[src/rtl/mem_arbiter.sv]
// rtl/mem_arbiter.sv - two-requester (fetch/data) arbiter for one single-port unified memory
module mem_arbiter #(
    parameter int ADDR_W     = 32,
    parameter int DATA_W     = 32,
    parameter int STARVE_MAX = 4
) (
    input  logic              clk,
    input  logic              rst,
    input  logic              if_req,
    input  logic [ADDR_W-1:0] if_addr,
    output logic [DATA_W-1:0] if_rdata,
    output logic              if_ready,
    input  logic              d_req,
    input  logic              d_we,
    input  logic [ADDR_W-1:0] d_addr,
    input  logic [DATA_W-1:0] d_wdata,
    output logic [DATA_W-1:0] d_rdata,
    output logic              d_ready,
    output logic              mem_req,
    output logic              mem_we,
    output logic [ADDR_W-1:0] mem_addr,
    output logic [DATA_W-1:0] mem_wdata,
    input  logic              mem_ack,
    input  logic [DATA_W-1:0] mem_rdata
);

    localparam int CNT_W = $clog2(STARVE_MAX + 1);
    localparam logic [CNT_W-1:0] STARVE_LIM = CNT_W'(STARVE_MAX);

    localparam logic [1:0] S_IDLE = 2'd0;
    localparam logic [1:0] S_ACC  = 2'd1;
    localparam logic [1:0] S_DONE = 2'd2;

    logic [1:0]       state;
    logic             owner_d;
    logic [CNT_W-1:0] starve_cnt;
    logic             grant_d;

    // Data wins contention unless fetch has already been passed over STARVE_MAX times.
    assign grant_d = d_req && !(if_req && (starve_cnt == STARVE_LIM));

    always_ff @(posedge clk) begin
        if (rst) begin
            state      <= S_IDLE;
            owner_d    <= 1'b0;
            starve_cnt <= '0;
            mem_req    <= 1'b0;
            mem_we     <= 1'b0;
            mem_addr   <= '0;
            mem_wdata  <= '0;
            if_ready   <= 1'b0;
            d_ready    <= 1'b0;
            if_rdata   <= '0;
            d_rdata    <= '0;
        end else begin
            case (state)
                S_IDLE: begin
                    if (if_req || d_req) begin
                        state   <= S_ACC;
                        mem_req <= 1'b1;
                        owner_d <= grant_d;
                        if (grant_d) begin
                            mem_we    <= d_we;
                            mem_addr  <= d_addr;
                            mem_wdata <= d_wdata;
                            if (!if_req)
                                starve_cnt <= '0;
                            else if (starve_cnt != STARVE_LIM)
                                starve_cnt <= starve_cnt + 1'b1;
                        end else begin
                            mem_we     <= 1'b0;
                            mem_addr   <= if_addr;
                            mem_wdata  <= '0;
                            starve_cnt <= '0;
                        end
                    end
                end
                S_ACC: begin
                    if (mem_ack) begin
                        state   <= S_DONE;
                        mem_req <= 1'b0;
                        if (owner_d) begin
                            d_ready <= 1'b1;
                            if (!mem_we)
                                d_rdata <= mem_rdata;
                        end else begin
                            if_ready <= 1'b1;
                            if_rdata <= mem_rdata;
                        end
                    end
                end
                S_DONE: begin
                    // Requests are deliberately not sampled here so a requester can drop req after ready.
                    state    <= S_IDLE;
                    if_ready <= 1'b0;
                    d_ready  <= 1'b0;
                end
                default: state <= S_IDLE;
            endcase
        end
    end

endmodule

[config.mk]
export PLATFORM = sky130hd
export DESIGN_NAME = mem_arbiter
export DESIGN_NICKNAME = d
export VERILOG_FILES = /design/src/rtl/mem_arbiter.sv
export SDC_FILE = /design/constraint.sdc
export NUM_CORES = 1
export LEC_CHECK = 0
export CAP_MARGIN = 20
export CORE_UTILIZATION = 44
export DETAILED_ROUTE_END_ITERATION = 16
export GPL_ROUTABILITY_DRIVEN = 0
export PLACE_DENSITY = 0.94
export SYNTH_ARGS = -nofsm -noshare
export SYNTH_HDL_FRONTEND = slang
export SYNTH_SLANG_ARGS = --single-unit
export TNS_END_PERCENT = 10
[constraint.sdc]
create_clock -name clk -period 2.7 [get_ports clk]
set_input_delay 0.27 -clock clk [delete_from_list [all_inputs] [get_ports clk]]
set_output_delay 0.27 -clock clk [all_outputs]
set_load 0.1 [all_outputs]
==> results_dict.tcl <==
set metrics [dict create \
    multi_input_area_sq_um 2419 \
    seqCellArea_sq_um 2763 \
    fmax_mhz 560.0 \
    drc 0 \
    synth-edff-count 0 \
    cts_buffers 17 \
    drt.antenna.violating_nets 0 \
    end_kind "flip-flop" \
    cts_buffer_depth 2 \
    crit_fanout 33 \
    tightestPinTransition_ns 1.088 \
    critPathKind "flip-flop to flip-flop" \
    ys_async_sr_fraction 0 \
    synth_top_area_share 0.4934 \
    syn-instance-count 679 \
    ys_seq_elements 138 \
    grt_overflow 0 \
    ys_seq_area_frac 0.4934 \
    port_buffers 265 \
    final_nets 1036 \
    grt_pass1_wl_um 29250 \
    rsz0062_at_grt "false" \
    slew_headroom 0.2750 \
    skew_ns 0.009160 \
    grt_max_degree 61 \
    hold_viol 0 \
    startpoint "state[0]" \
    drtIter0Drc 729 \
    cts.clk_slew.worst_paths_ns 0.06 \
    vdd_drop_max_mv 0.5477 \
    r2r_start "state[0]" \
    start_kind "flip-flop" \
    holdCritStartpoint "rst" \
    slew_violations 0 \
    ff2ff_setup_slack_ns 0.91 \
    ys_types 33 \
    power_w 0.006229 \
    wl_per_cell_um 17.59 \
    cts_setup_buffers 0 \
    drive_gt1_frac 0.2059 \
    outcome "finished, final reports clean" \
    yosysTopAreaCell "dfxtp_1" \
    firstDrtPassIters 5 \
    vias_per_cell 5.623 \
    n_antenna_cell 0 \
    r2r_cells 3 \
    setup_violations 0 \
    syn_nets 815 \
    most-common-layout-cells "buf_4 (146), dfxtp_1 (138), a21oi_1 (135)" \
    die_height_um 114.8 \
    netlist_area_sq_um 5599 \
    grt_pass1_vias 5961 \
    io_pins 266 \
    ctsResizeCount 0 \
    cts_sinks 138 \
    rows 40 \
    cts_tree "built" \
    cp.required_ns 2.95 \
    start_util 0.4585 \
    synth_warnings 0 \
    holdCritPathClass "input port to flip-flop" \
    ys_top_cells_by_area "dfxtp_1 (49%), a21oi_1 (12%), nand3_1 (8.9%), o21ai_0 (8.9%), a311oi_1 (5.0%)" \
    core_sq_um 12210 \
    final.fill_count 962 \
    die_w_um 114.8 \
    die_area_sq_um 13180 \
    track_usage 0.2831 \
    layout_commonest_cell "buf_4" \
    worstPathArrival_ns 2.03 \
    antenna_found_initial 0 \
    wl_um 19020 \
    synthFlopType "dfxtp_1" \
    root_buffer "clkbuf_16" \
    power.leakage_nw 3.265 \
    worstSkewPairLatency_ns 0.42 \
    period_share 0.6613 \
    min_period_ns 1.786 \
    tns_ns 0 \
    areaGrowthSynthToFinish_pct 50.84 \
    min_path_cells 2 \
    ctsHoldBuffers 0 \
    via_count 6078 \
    power_density_nw_per_um2 737.5 \
    max_cap_viol_count 0 \
    post-dp-hpwl_um 12310 \
    synth_area_per_cell_sq_um 8.246 \
    h-tree-depth 4 \
]
-- critical path, cell delays in order (launching register included) --
cell      delay (ns)
dfxtp_1         0.42
or2_1           0.31
nor2_4          0.66
a311oi_1        0.21
-- per-layer routing --
metal  vias to the layer above  GRT usage  wire (um)
li1                       2876          -          -
met1                      2863     0.3271       7619
met2                       280     0.4707       9273
met3                        59    0.08962       1361
met4                         0     0.1498        763
met5                         -          0          0
-- power breakdown --
group	total (W)	switching, W	internal (W)
registers	0.00223	0.0000739	0.00216
clock network	0.00233	0.000913	0.00141
logic	0.00167	0.00123	0.000444
-- worst paths after layout --
kind	end
min	state[1]
max reg2reg	mem_addr[11]
max	mem_addr[11]
min reg2reg	if_rdata[5]
-- cells by family (layout without fill, tap and decap cells) --
| group | Yosys count | in the layout | share of synthesized area |
|---|---|---|---|
| compound gates | 271 | 271 | 0.2657 |
| simple gates | 185 | 185 | 0.1605 |
| flops | 138 | 138 | 0.4934 |
| buf+inv | 83 | 317 | 0.07598 |
| fa+ha+maj | 2 | 2 | 0.004469 |
-- cell type report --
| type | count | share of cell area |
|---|---|---|
| clock buffer | 19 | 0.05363 |
| clock inverter | 13 | 0.01674 |
| inverter | 6 | 0.002667 |
| multi-input combinational | 458 | 0.2864 |
| sequential | 138 | 0.3271 |
| tap | 168 | 0.02489 |
| timing repair buffer | 279 | 0.2886 |
-- through the flow --
| stage | area (sq um) | hold slack [ns] | utilization | instances | setup WS (ns) |
|---|---|---|---|---|---|
| after floorplan | 5599 | 0.4060 | - | 679 | 0.9383 |
| after global placement | 7851 | 0.4429 | 0.6429 | 1049 | 0.6876 |
| after detailed placement | 7851 | 0.4467 | 0.6429 | 1049 | 0.5662 |
| after CTS | 8446 | 0.3174 | 0.6916 | 1081 | 0.9474 |
| after global routing | 8446 | 0.3725 | 0.6916 | 1081 | 0.8148 |
| final | 8446 | 0.3361 | 0.6916 | 1081 | 0.9144 |
-- registers in the layout, indices dropped and copies added (netlist names) --
| register | cells |
|---|---|
| mem_req | 1 |
| starve_cnt | 3 |
| mem_wdata | 32 |
| d_ready | 1 |
| mem_addr | 32 |
| if_ready | 1 |
| d_rdata | 32 |
| mem_we | 1 |
| state | 2 |
| if_rdata | 32 |
| owner_d | 1 |
-- Yosys cell counts, types with 5 or more instances --
library cell and number:
buf_4 7, a311oi_1 32, a21oi_1 135, dfxtp_1 138, inv_1 5, nand3_1 100, buf_2 28, nand2_1 67
o21ai_0 100, clkbuf_1 35, buf_6 7
Note: power is estimated with default switching activity, not from simulation.
